==> config.mk <==
export PLATFORM = sky130hd
export DESIGN_NAME = fmul_rr_sched
export DESIGN_NICKNAME = d
export VERILOG_FILES = /design/src/rtl/fmul_rr_sched.sv
export SDC_FILE = /design/constraint.sdc
export NUM_CORES = 1
export LEC_CHECK = 0
export BUFFER_PORTS_ARGS = -buffer_cell sky130_fd_sc_hd__buf_4
export CAP_MARGIN = 25
export CORE_AREA = 2 2 105 107
export DETAILED_ROUTE_END_ITERATION = 12
export DIE_AREA = 0 0 107 109
export HOLD_SLACK_MARGIN = 0.05
export MAX_ROUTING_LAYER = met4
export PLACE_DENSITY_LB_ADDON = 0.1
export SLEW_MARGIN = 10
export SYNTH_ARGS = -nofsm -noshare
export SYNTH_HDL_FRONTEND = slang
export SYNTH_SLANG_ARGS = --single-unit
==> constraint.sdc <==
create_clock -name clk -period 3.4 [get_ports clk]
set_input_delay 0.51 -clock clk [delete_from_list [all_inputs] [get_ports clk]]
set_output_delay 0.51 -clock clk [all_outputs]
set_load 0.02 [all_outputs]
==> src/rtl/fmul_rr_sched.sv <==
// Round-robin scheduler sharing one fixed-latency FP multiplier
// between two FIR tap requesters, with drain/halt control.
module fmul_rr_sched #(
  parameter int WIDTH = 32,
  parameter int LAT   = 3
) (
  input  logic             clk,
  input  logic             reset,
  input  logic             req0_valid,
  input  logic [WIDTH-1:0] req0_a,
  input  logic [WIDTH-1:0] req0_b,
  output logic             req0_ready,
  input  logic             req1_valid,
  input  logic [WIDTH-1:0] req1_a,
  input  logic [WIDTH-1:0] req1_b,
  output logic             req1_ready,
  output logic [WIDTH-1:0] mul_a,
  output logic [WIDTH-1:0] mul_b,
  output logic             mul_go,
  input  logic [WIDTH-1:0] mul_result,
  input  logic             mul_invalid,
  output logic             rsp0_valid,
  output logic             rsp1_valid,
  output logic [WIDTH-1:0] rsp_result,
  output logic             invalid_stky,
  input  logic             stky_clr,
  input  logic             drain,
  output logic             idle
);

  localparam int CW = $clog2(LAT + 1);

  typedef enum logic [1:0] {
    RUN,
    DRAINING,
    HALTED
  } state_t;

  state_t         state;
  logic           ptr;
  logic           gnt0;
  logic           gnt1;
  logic           go_id;
  logic [LAT-1:0] tag_v;
  logic [LAT-1:0] tag_id;
  logic           tail;
  logic [CW-1:0]  cnt;
  logic [CW-1:0]  cnt_nxt;

  always_comb begin
    gnt0 = 1'b0;
    gnt1 = 1'b0;
    if (state == RUN && !drain) begin
      if (req0_valid && req1_valid) begin
        gnt0 = ~ptr;
        gnt1 = ptr;
      end else begin
        gnt0 = req0_valid;
        gnt1 = req1_valid;
      end
    end
  end

  assign req0_ready = gnt0;
  assign req1_ready = gnt1;

  always_ff @(posedge clk or posedge reset) begin
    if (reset) begin
      mul_go <= 1'b0;
      mul_a  <= '0;
      mul_b  <= '0;
      go_id  <= 1'b0;
      ptr    <= 1'b0;
    end else begin
      mul_go <= gnt0 | gnt1;
      go_id  <= gnt1;
      if (gnt0) begin
        mul_a <= req0_a;
        mul_b <= req0_b;
      end else if (gnt1) begin
        mul_a <= req1_a;
        mul_b <= req1_b;
      end
      // pointer only rotates when both sides competed
      if (req0_valid && req1_valid && (gnt0 || gnt1))
        ptr <= ~ptr;
    end
  end

  // tag pipe: tail lines up with mul_result
  always_ff @(posedge clk or posedge reset) begin
    if (reset) begin
      tag_v  <= '0;
      tag_id <= '0;
    end else begin
      tag_v[0]  <= mul_go;
      tag_id[0] <= go_id;
      for (int i = 1; i < LAT; i++) begin
        tag_v[i]  <= tag_v[i-1];
        tag_id[i] <= tag_id[i-1];
      end
    end
  end

  assign tail       = tag_v[LAT-1];
  assign rsp0_valid = tail & ~tag_id[LAT-1];
  assign rsp1_valid = tail & tag_id[LAT-1];
  assign rsp_result = mul_result;

  assign cnt_nxt = cnt + CW'(mul_go) - CW'(tail);

  always_ff @(posedge clk or posedge reset) begin
    if (reset) begin
      cnt <= '0;
    end else begin
      cnt <= cnt_nxt;
    end
  end

  always_ff @(posedge clk or posedge reset) begin
    if (reset) begin
      invalid_stky <= 1'b0;
    end else if (tail && mul_invalid) begin
      invalid_stky <= 1'b1;
    end else if (stky_clr) begin
      invalid_stky <= 1'b0;
    end
  end

  always_ff @(posedge clk or posedge reset) begin
    if (reset) begin
      state <= RUN;
      idle  <= 1'b0;
    end else begin
      unique case (state)
        RUN: begin
          if (drain) state <= DRAINING;
        end
        DRAINING: begin
          if (!drain) begin
            state <= RUN;
          end else if (cnt_nxt == '0) begin
            state <= HALTED;
            idle  <= 1'b1;
          end
        end
        HALTED: begin
          if (!drain) begin
            state <= RUN;
            idle  <= 1'b0;
          end
        end
        default: begin
          state <= RUN;
          idle  <= 1'b0;
        end
      endcase
    end
  end

endmodule

==> flow_summary.yaml <==
clock_network:
  h_tree_levels: 3
  clockRootBuffer: "clkbuf_8"
  numCtsBuffers: 9
  worst_skew_pair.late_latency_ns: 0.34
  post-cts-setup-buffers: 0
  clock_sinks: 79
  max-clock-path-buffers: 2
  cts_resized: 0
  cts_hold_repair.buffers: 0
  cts.clk_slew.worst_paths_ns: 0.09
  tritoncts_clock_tree: "yes"
final_layout:
  multiInputGateArea_um2: 1580
  drive_above_1_share_pct: 39.9
  final_cell_mix: "214 x buf_4, 79 x dfrtp_1, 65 x nand3_1, 65 x a21oi_1, 64 x a31oi_1"
  layout_commonest_cell: "buf_4"
  regArea_um2: 1980
  syn2layout_area_growth_pct: 38.1
  num-nets-final: 763
  final_design_area_excluding_fillers_um2: 5650
  finalCoreUtilization_pct: 53.3
  n_antenna_cell: 0
  n_fill_cell: 1000
power:
  post-layout-total-power_w: 0.00489
  powerDensity_nw_per_um2: 864
  comb_power_share_pct: 49.2
  clock_power_share_pct: 17.4
  leakage_power_nw: 2.49
  power_switching_w: 0.00205
  p_int_w: 0.00284
  vdd.ir_drop.worst_uv: 364
  pwr-share-seq_pct: 33.4
  sw_frac_of_total_pct: 41.8
logic_synthesis:
  postSynthRegisterBits: 79
  yosys-top-cells-area: "dfrtp_1 48%, a31oi_1 9.8%, a21oi_1 7.9%"
  synthesized_area_per_cell_um2: 9.14
  cell_area_synth_um2: 4090
  synth_cell_types: 32
  synthesis.nets: 617
  netlist_instances: 448
  synth_largest_area_cell: "dfrtp_1"
  yosysWarningCount: 0
  synth.top_cell.area_share_pct: 48.3
  synth_sequential_area_ratio_pct: 48.3
global_routing:
  global_route.overflow_total: 0
  number_of_antenna_violations_at_the_first_check_in_global_routing: 0
  first_pass_grt_wire_length_um: 20000
  grt_pass1_vias: 3911
  tot_gr_track_use_pct: 22.2
  pin_count_of_the_biggest_net_entering_global_routing: 80
floorplanning:
  effective_utilization_at_floorplan_pct: 38.6
  die_x_um: 107
  floorplan.core_area_um2: 10600
  rows: 38
  boundaryPins: 270
  die_height_um: 109
  overall_die_area_um2: 11700
worst_setup_path:
  cp.buffers_inverters: 1
  worst-endpoint-arrival_ns: 2.03
  maximum_fanout_along_the_worst_path: 33
  cp-start-kind: "register"
  critical_path_required_ns: 2.89
  crit_chain: "or3_2 -> nor2_1 -> buf_4"
  timing.critical_path.max_delay_family: "simple AND/OR/NAND/NOR gates"
  path_class: "reg -> out"
  critical-path-slowest-cell: "or3_2"
  critPathCaptureType: "output pin"
  worst_path_largest_cell_delay_ns: 0.80
timing:
  timing_worst_slew_pin_value_ns: 0.767
  slew_viol_final: 0
  timing.final.hold_violations: 0
  final.period_utilization_pct: 74.7
  timing.slew.headroom_pct: 48.7
  rsz0062_at_grt: "false"
  worst_skew_ns: 0.00782
  fmax_ghz: 0.394
  period_needed_ns: 2.54
  setup_viol_count_final: 0
  setup-tns-final_ns: 0
  hold_slack_ns: 0.197
job:
  maxCapViolations: 0
drt:
  detailed_routed_wire_length_on_met2_um: 6090
  total_routed_wire_length_on_the_met1_layer_um: 5400
  vias: 4056
  avgRoutedWirePerCell_um: 17.3
  firstDrtPassIters: 5
  wl_met3_um: 1070
  detail_route.wirelength_um: 12800
  drtIter0Drc: 248
  route.detailed.vias_per_inst: 5.49
  drt.antenna.violating_nets: 0
  top_metal_used: "met4"
  route.detailed.drc: 0
placed_design:
  place_area_um2: 5380
  detailedPlacementHpwl_um: 8580
  gp_congestion: 0.792
  io_buffers: 205
outcome:
  status: "finished, final reports clean"
hold_path:
  worst_min_path_class: "in -> async"
-- area by class of cell --
type	count	area share, %
repair buffers	216	29.3
multi-input cells	281	27.9
clock inverters	7	2.15
clock buffers	9	2.19
inverters	7	0.487
flip-flops and latches	79	35.0
well taps	140	3.10
-- synthesized netlist by cell type (all sizes together) --
cell / count
or2: 1
nand3: 65
dfrtp: 79
a21bo: 1
o21ai: 65
xor3: 1
buf: 68
a21boi: 1
or2b: 1
nor2b: 1
inv: 7
a21oi: 65
nor2: 2
clkbuf: 13
nor3: 2
a22o: 1
nand2: 2
ha: 2
xnor2: 1
o21a: 1
or3: 1
a31oi: 64
o32ai: 1
and2: 2
o211a: 1
-- metal layers --
| metal | up-vias | GRT usage, % |
|---|---|---|
| li1 | 1903 | - |
| met1 | 1911 | 28.4 |
| met2 | 222 | 34.7 |
| met3 | 20 | 5.80 |
| met4 | 0 | 6.86 |
| met5 | - | - |
-- power by group through the flow --
stage	clock, W	combinational [W]	sequential, W
floorplan	0	0.00109	0.00208
finish	0.000851	0.00241	0.00163
detailed placement	0	0.00243	0.00164
CTS	0.000874	0.00243	0.00163
global placement	0	0.00240	0.00163
global route	0.000921	0.00263	0.00169
-- tightest hold or removal path, cell delays in order --
cell,delay [ns]
buf_4,0.11
clkinv_2,0.03
buf_4,0.28
-- cell families (layout without fill, tap and decap cells) --
| group | count (synthesis) | in the layout | synth area share [%] |
|---|---|---|---|
| AO/OA/AOI/OAI | 200 | 200 | 27.0 |
| XOR/XNOR | 2 | 2 | 0.795 |
| buffers and inverters | 88 | 239 | 13.6 |
| AND/OR/NAND/NOR | 77 | 77 | 9.78 |
| adder cells (fa/ha/maj) | 2 | 2 | 0.611 |
| flip-flops | 79 | 79 | 48.3 |
-- state kept, by name, indices dropped and copies added, names as in the netlist, 2 cells and up --
register and cells:
mul_a 32, mul_b 32, tag_id 3, tag_v 3, cnt 2, state 2
-- final timing paths --
| kind | start | to | slack [ns] | cells past startpoint |
|---|---|---|---|---|
| max reg2reg | state[0]$_DFFE_PP0P_ | mul_a[15]$_DFFE_PP0P_ | 1.29 | 4 |
| min reg2reg | go_id$_DFF_PP0_ | tag_id[0]$_DFF_PP0_ | 0.35 | 0 |
| max in group asynchronous | reset | mul_a[29]$_DFFE_PP0P_ | 2.60 | 4 |
| max | state[0]$_DFFE_PP0P_ | req0_ready | 0.86 | 3 |
| min | reset | mul_b[23]$_DFFE_PP0P_ | 0.20 | 3 |
| min in group clk | stky_clr | invalid_stky$_DFFE_PP0P_ | 0.35 | 2 |
-- stage by stage --
| step | setup slack (ns) | cells |
|---|---|---|
| after global placement | 1.03 | 722 |
| after floorplan | 0.867 | 448 |
| after CTS | 0.842 | 738 |
| after global routing | 0.787 | 739 |
| after detailed placement | 1.05 | 722 |
| final | 0.862 | 739 |
(Power assumes the default switching activity.)
